--- src/rtl/ci_pkg.sv ---
// rtl/ci_pkg.sv - shared state encoding and FP constants for the CI sum driver
package ci_pkg;

  typedef enum logic [2:0] {
    IDLE,
    ISSUE,
    WAIT,
    NEXT,
    DONE,
    ERROR
  } ci_state_t;

  localparam logic [31:0] FP_ZERO = 32'h0000_0000;
  localparam logic [31:0] FP_ONE  = 32'h3F80_0000;

endpackage

--- src/rtl/sample_fifo.sv ---
// rtl/sample_fifo.sv - DEPTH x 32 sample buffer with flush; head is the oldest entry
module sample_fifo #(
  parameter int DEPTH = 16
) (
  input  logic                       clk,
  input  logic                       reset,
  input  logic                       push,
  input  logic [31:0]                push_data,
  input  logic                       pop,
  input  logic                       flush,
  output logic                       full,
  output logic                       empty,
  output logic [$clog2(DEPTH):0]     count,
  output logic [31:0]                head
);

  localparam int AW = $clog2(DEPTH);

  logic [31:0] mem [DEPTH];
  logic [AW:0] wr_ptr;
  logic [AW:0] rd_ptr;

  always_ff @(posedge clk) begin
    if (reset || flush) begin
      wr_ptr <= '0;
      rd_ptr <= '0;
    end else begin
      if (push && !full) wr_ptr <= wr_ptr + 1'b1;
      if (pop && !empty) rd_ptr <= rd_ptr + 1'b1;
    end
  end

  always_ff @(posedge clk) begin
    if (push && !full) mem[wr_ptr[AW-1:0]] <= push_data;
  end

  // Extra pointer bit distinguishes full from empty when the indices match.
  assign empty = (wr_ptr == rd_ptr);
  assign full  = (wr_ptr[AW] != rd_ptr[AW]) && (wr_ptr[AW-1:0] == rd_ptr[AW-1:0]);
  assign count = wr_ptr - rd_ptr;
  assign head  = mem[rd_ptr[AW-1:0]];

endmodule

--- src/rtl/ci_sum_driver.sv ---
// rtl/ci_sum_driver.sv - drives a multicycle custom-instruction slave to fold buffered samples into a running sum
module ci_sum_driver #(
  parameter int DEPTH   = 16,
  parameter int TIMEOUT = 1023
) (
  input  logic        clk,
  input  logic        reset,
  input  logic        wr_valid,
  input  logic [31:0] wr_data,
  output logic        wr_ready,
  input  logic        run,
  output logic        busy,
  output logic        result_valid,
  output logic [31:0] result,
  output logic        error,
  output logic        ci_clk_en,
  output logic        ci_start,
  output logic [31:0] ci_dataa,
  output logic [31:0] ci_datab,
  input  logic        ci_done,
  input  logic [31:0] ci_result
);

  import ci_pkg::*;

  localparam int CW = $clog2(DEPTH) + 1;
  localparam int TW = $clog2(TIMEOUT + 1);

  ci_state_t     state, state_n;
  logic [31:0]   sum, sum_n;
  logic [TW-1:0] tcnt, tcnt_n;
  logic          err_n;
  logic          push, pop, flush;
  logic          full, empty, full_n;
  logic [CW-1:0] count;
  logic [31:0]   head;

  assign push = wr_valid && wr_ready;

  sample_fifo #(.DEPTH(DEPTH)) u_fifo (
    .clk       (clk),
    .reset     (reset),
    .push      (push),
    .push_data (wr_data),
    .pop       (pop),
    .flush     (flush),
    .full      (full),
    .empty     (empty),
    .count     (count),
    .head      (head)
  );

  // Buffer fullness after this edge, so wr_ready can be registered.
  assign full_n = !flush && ((full && !pop) || (push && count == CW'(DEPTH - 1)));

  always_comb begin
    state_n = state;
    sum_n   = sum;
    tcnt_n  = tcnt;
    err_n   = error;
    pop     = 1'b0;
    flush   = 1'b0;
    case (state)
      IDLE: begin
        if (run) begin
          err_n   = 1'b0;
          sum_n   = FP_ZERO;
          state_n = empty ? DONE : ISSUE;
        end
      end
      ISSUE: begin
        tcnt_n  = '0;
        state_n = WAIT;
      end
      WAIT: begin
        if (ci_done) begin
          sum_n   = ci_result;
          pop     = 1'b1;
          state_n = (count > CW'(1)) ? NEXT : DONE;
        end else if (tcnt == TW'(TIMEOUT - 1)) begin
          flush   = 1'b1;
          err_n   = 1'b1;
          state_n = ERROR;
        end else begin
          tcnt_n = tcnt + 1'b1;
        end
      end
      NEXT:    state_n = ISSUE;
      DONE:    state_n = IDLE;
      ERROR:   state_n = IDLE;
      default: state_n = IDLE;
    endcase
  end

  // Every output is a flop loaded from the next state, so it is valid in the state's own cycle.
  always_ff @(posedge clk) begin
    if (reset) begin
      state        <= IDLE;
      sum          <= FP_ZERO;
      tcnt         <= '0;
      wr_ready     <= 1'b0;
      busy         <= 1'b0;
      result_valid <= 1'b0;
      result       <= FP_ZERO;
      error        <= 1'b0;
      ci_clk_en    <= 1'b0;
      ci_start     <= 1'b0;
      ci_dataa     <= FP_ZERO;
      ci_datab     <= FP_ZERO;
    end else begin
      state        <= state_n;
      sum          <= sum_n;
      tcnt         <= tcnt_n;
      error        <= err_n;
      wr_ready     <= (state_n == IDLE) && !full_n;
      busy         <= (state_n != IDLE);
      ci_start     <= (state_n == ISSUE);
      ci_clk_en    <= (state_n == ISSUE) || (state_n == WAIT);
      result_valid <= (state_n == DONE) || (state_n == ERROR);
      if ((state_n == DONE) || (state_n == ERROR)) result <= sum_n;
      if (state_n == ISSUE) begin
        ci_dataa <= head;
        ci_datab <= sum_n;
      end
    end
  end

endmodule

--- config.mk ---
export PLATFORM = sky130hd
export DESIGN_NAME = ci_sum_driver
export DESIGN_NICKNAME = d
export VERILOG_FILES = /design/src/rtl/ci_pkg.sv /design/src/rtl/sample_fifo.sv /design/src/rtl/ci_sum_driver.sv
export SDC_FILE = /design/constraint.sdc
export NUM_CORES = 1
export LEC_CHECK = 0
export BUFFER_PORTS_ARGS = -buffer_cell sky130_fd_sc_hd__clkbuf_2
export CAP_MARGIN = 40
export CORE_MARGIN = 2
export CORE_UTILIZATION = 25
export DETAILED_ROUTE_END_ITERATION = 8
export PLACE_DENSITY = 0.5
export SLEW_MARGIN = 10
export SYNTH_ARGS = -nofsm -noshare
export SYNTH_HDL_FRONTEND = slang
export SYNTH_SLANG_ARGS = --single-unit
--- constraint.sdc ---
create_clock -name clk -period 10.72 [get_ports clk]
set_input_delay 1.608 -clock clk [delete_from_list [all_inputs] [get_ports clk]]
set_output_delay 1.608 -clock clk [all_outputs]
set_load 0.02 [all_outputs]
==> reports/qor.yml <==
die_area_sq_um: 105000
drt_first_pass_iters: 7
ys_types: 48
pwr-share-seq_pct: 52.8
htree_levels: 3
dpl_cell_area_sq_um: 28400
fmaxAchievable_ghz: 0.282
clock-sinks: 669
fin_skew_ns: 0.0214
period_needed_ns: 3.55
p_switching_uw: 1140
synthMuxAreaShare_pct: 14.2
antenna_found_initial: 7
synth_top_family_by_area: "multiplexers"
end_kind: "register"
combPwrFrac_pct: 3.6
tightestPinTransition_ns: 0.831
synth.top_cell.area_share_pct: 59.8
rsz0062_at_grt: "no"
place_inst: 2996
yosys.area_share.simple_pct: 6.24
final_cells: 3118
switching_share_pct: 21.4
worst_ep_required_time_ns: 11.18
yosysTopAreaCell: "edfxtp_1"
cts_setup_buffers: 0
insertion_delay_ns: 0.61
final-hold-violation-count: 0
via_count: 14200
ir_drop_mv: 0.0898
crit_fanout: 38
cts-hold-fix-buffers: 0
path_clk_slew_ns: 0.06
routed_wl_microns: 65800
drv_slew: 0
slew-limit-headroom_pct: 44.6
die_h_microns: 325
finalCritPeriodShare_pct: 33.1
ant_nets: 0
wl_per_cell_microns: 21.1
setup_violations: 0
syn_area_per_cell_sq_um: 17.0
diodes: 0
port_buffers: 170
area_delta_synth_final_pct: 19.0
p_per_area_nw_per_um2: 175
dpl.hpwl_microns: 38800
grt_usage_pct: 12.4
p_leak_uw: 0.00957
grt_pass1_vias: 14700
grt_pass1_wl_microns: 97900
synth_fa_ha_area_share_pct: 0.613
pwr-share-clk_pct: 43.6
root_buffer: "clkbuf_16"
synth.area.top_cells: "edfxtp_1 60%, mux4_2 13%, dfxtp_1 12%"
fillers: 10100
path_class: "register to register"
cts_tree: "done"
cp.arrival_ns: 4.01
startpoint_type: "register"
status: "complete, no violations"
setup_tns_ns: 0
ys_top_cells_by_count: "512 x edfxtp_1, 211 x nand2_1, 157 x dfxtp_1, 154 x mux4_2, 135 x a21oi_1"
io_pins: 171
final_layout_size_suffix_gt1_share_pct: 28.6
synthArstFlopShare_pct: 0
ys_ff_latch: 669
core.rowCount: 117
hold_start: "ci_datab[5]$_SDFFE_PP0N_"
syn_nets: 1596
synth_edf_count: 512
drc: 0
synth_ff_type: "edfxtp_1"
grt_start_max_net_pins: 84
seq_area_frac_synth_pct: 72.1
synth_xor_area_share_pct: 0.750
drv_cap: 0
start_util_pct: 25.2
yosysWarnings: 0
synth_compound_area_share_pct: 4.04
min_path_type: "register to register"
synthCells: 1515
p_int_uw: 4190
r2r_start: "u_fifo.rd_ptr[0]$_SDFFE_PP0P_"
cts_buffer_depth: 3
cts_buffers: 69
drtIter0Drc: 1290
grt_overflow_total: 0
crit_start: "u_fifo.rd_ptr[0]$_SDFFE_PP0P_"
nets: 1780
coreArea_sq_um: 102000
routabilityCongestion: 0.767
die_w_microns: 325
cts_resized: 0
final_cell_area_sq_um: 30600
synth_area_sq_um: 25700
synth.most_common_cell: "edfxtp_1"
avgViaCountPerCell: 4.56
per-layer routing:
metal | vias up | GRT usage, % | wire (microns)
li1 | 6231 | - | -
met1 | 7423 | 16.7 | 29300
met2 | 457 | 20.0 | 31200
met5 | - | 0 | 79
met4 | 12 | 3.21 | 1290
met3 | 94 | 2.97 | 3950
power groups by stage:
stage                     logic [uW]  registers (uW)  clock network, uW
after floorplan                 84.6            2880                  0
after global placement           181            2880                  0
after detailed placement         194            2880                  0
after CTS                        194            2820               2400
after global routing             207            2820               2490
final                            190            2820               2330
logic make-up (layout without fill, tap and decap cells):
kind of cell    after synthesis  in the layout
compound gates              182            182
xor+xnor                     22             22
fa+ha+maj                    12             12
buf+inv                     106            341
flops                       669            669
mux                         162            162
simple gates                362            362
registers in the layout (all words and copies together), names as in the netlist:
signal	flops
busy	1
ci_clk_en	1
ci_dataa	32
ci_datab	32
ci_start	1
error	1
result	32
result_valid	1
state	3
sum	32
tcnt	10
u_fifo.mem	512
u_fifo.rd_ptr	5
u_fifo.wr_ptr	5
wr_ready	1
final cells by class:
cell class	count	area (sq um)	area share [%]
sequential	669	18500	60.6
multi-input combinational	740	6770	22.1
clock buffer	95	1950	6.39
tap	1368	1710	5.60
timing repair buffer	212	1360	4.46
clock inverter	27	234	0.765
inverter	7	26.3	0.0859
worst max-delay path, stage by stage, from the launching register on:
cell	delay [ns]
dfxtp_4	0.70
buf_4	0.72
buf_4	0.36
buf_16	0.29
mux4_1	0.58
mux4_2	0.47
nand2_1	0.09
a21oi_1	0.07
stage by stage:
step | power [uW] | hold slack (ns) | worst slack, ns | utilization, %
6_report | 5340 | 0.458 | 7.17 | 30.0
5_1_grt | 5520 | 0.474 | 6.86 | 30.0
4_1_cts | 5410 | 0.460 | 7.03 | 30.0
3_5_place_dp | 3070 | 0.451 | 6.82 | 27.9
3_3_place_gp | 3060 | 0.443 | 6.51 | 27.6
2_1_floorplan | 2970 | 0.478 | 5.95 | -
worst paths after layout:
path,end,slack (ns),cells past startpoint
max,ci_dataa[24]$_SDFFE_PP0N_,7.17,7
min,ci_datab[5]$_SDFFE_PP0N_,0.46,2
max reg2reg,ci_dataa[24]$_SDFFE_PP0N_,7.17,7
min reg2reg,ci_datab[5]$_SDFFE_PP0N_,0.46,2
placed cells by master, fill, tap and decap left out, types with 4 or more instances in the layout:
cell and count:
nor2_4 12, nor3_2 4, ha_1 11, nor2b_1 34, clkbuf_16 69, nand2_1 211, o211ai_1 32, buf_16 5
a21oi_1 135, buf_4 30, inv_1 5, clkinvlp_4 4, nor2_1 33, nor3_1 8, edfxtp_1 512, dfxtp_1 154
nand2b_1 4, nand4_1 7, mux4_1 6, clkinv_1 6, clkinv_2 9, clkbuf_8 13, xor2_1 10, xnor2_1 12
o21ai_0 5, clkbuf_2 169, buf_12 7, clkbuf_1 13, mux4_2 154, nand3_1 34
No activity file was read; power rests on OpenSTA's default activity.
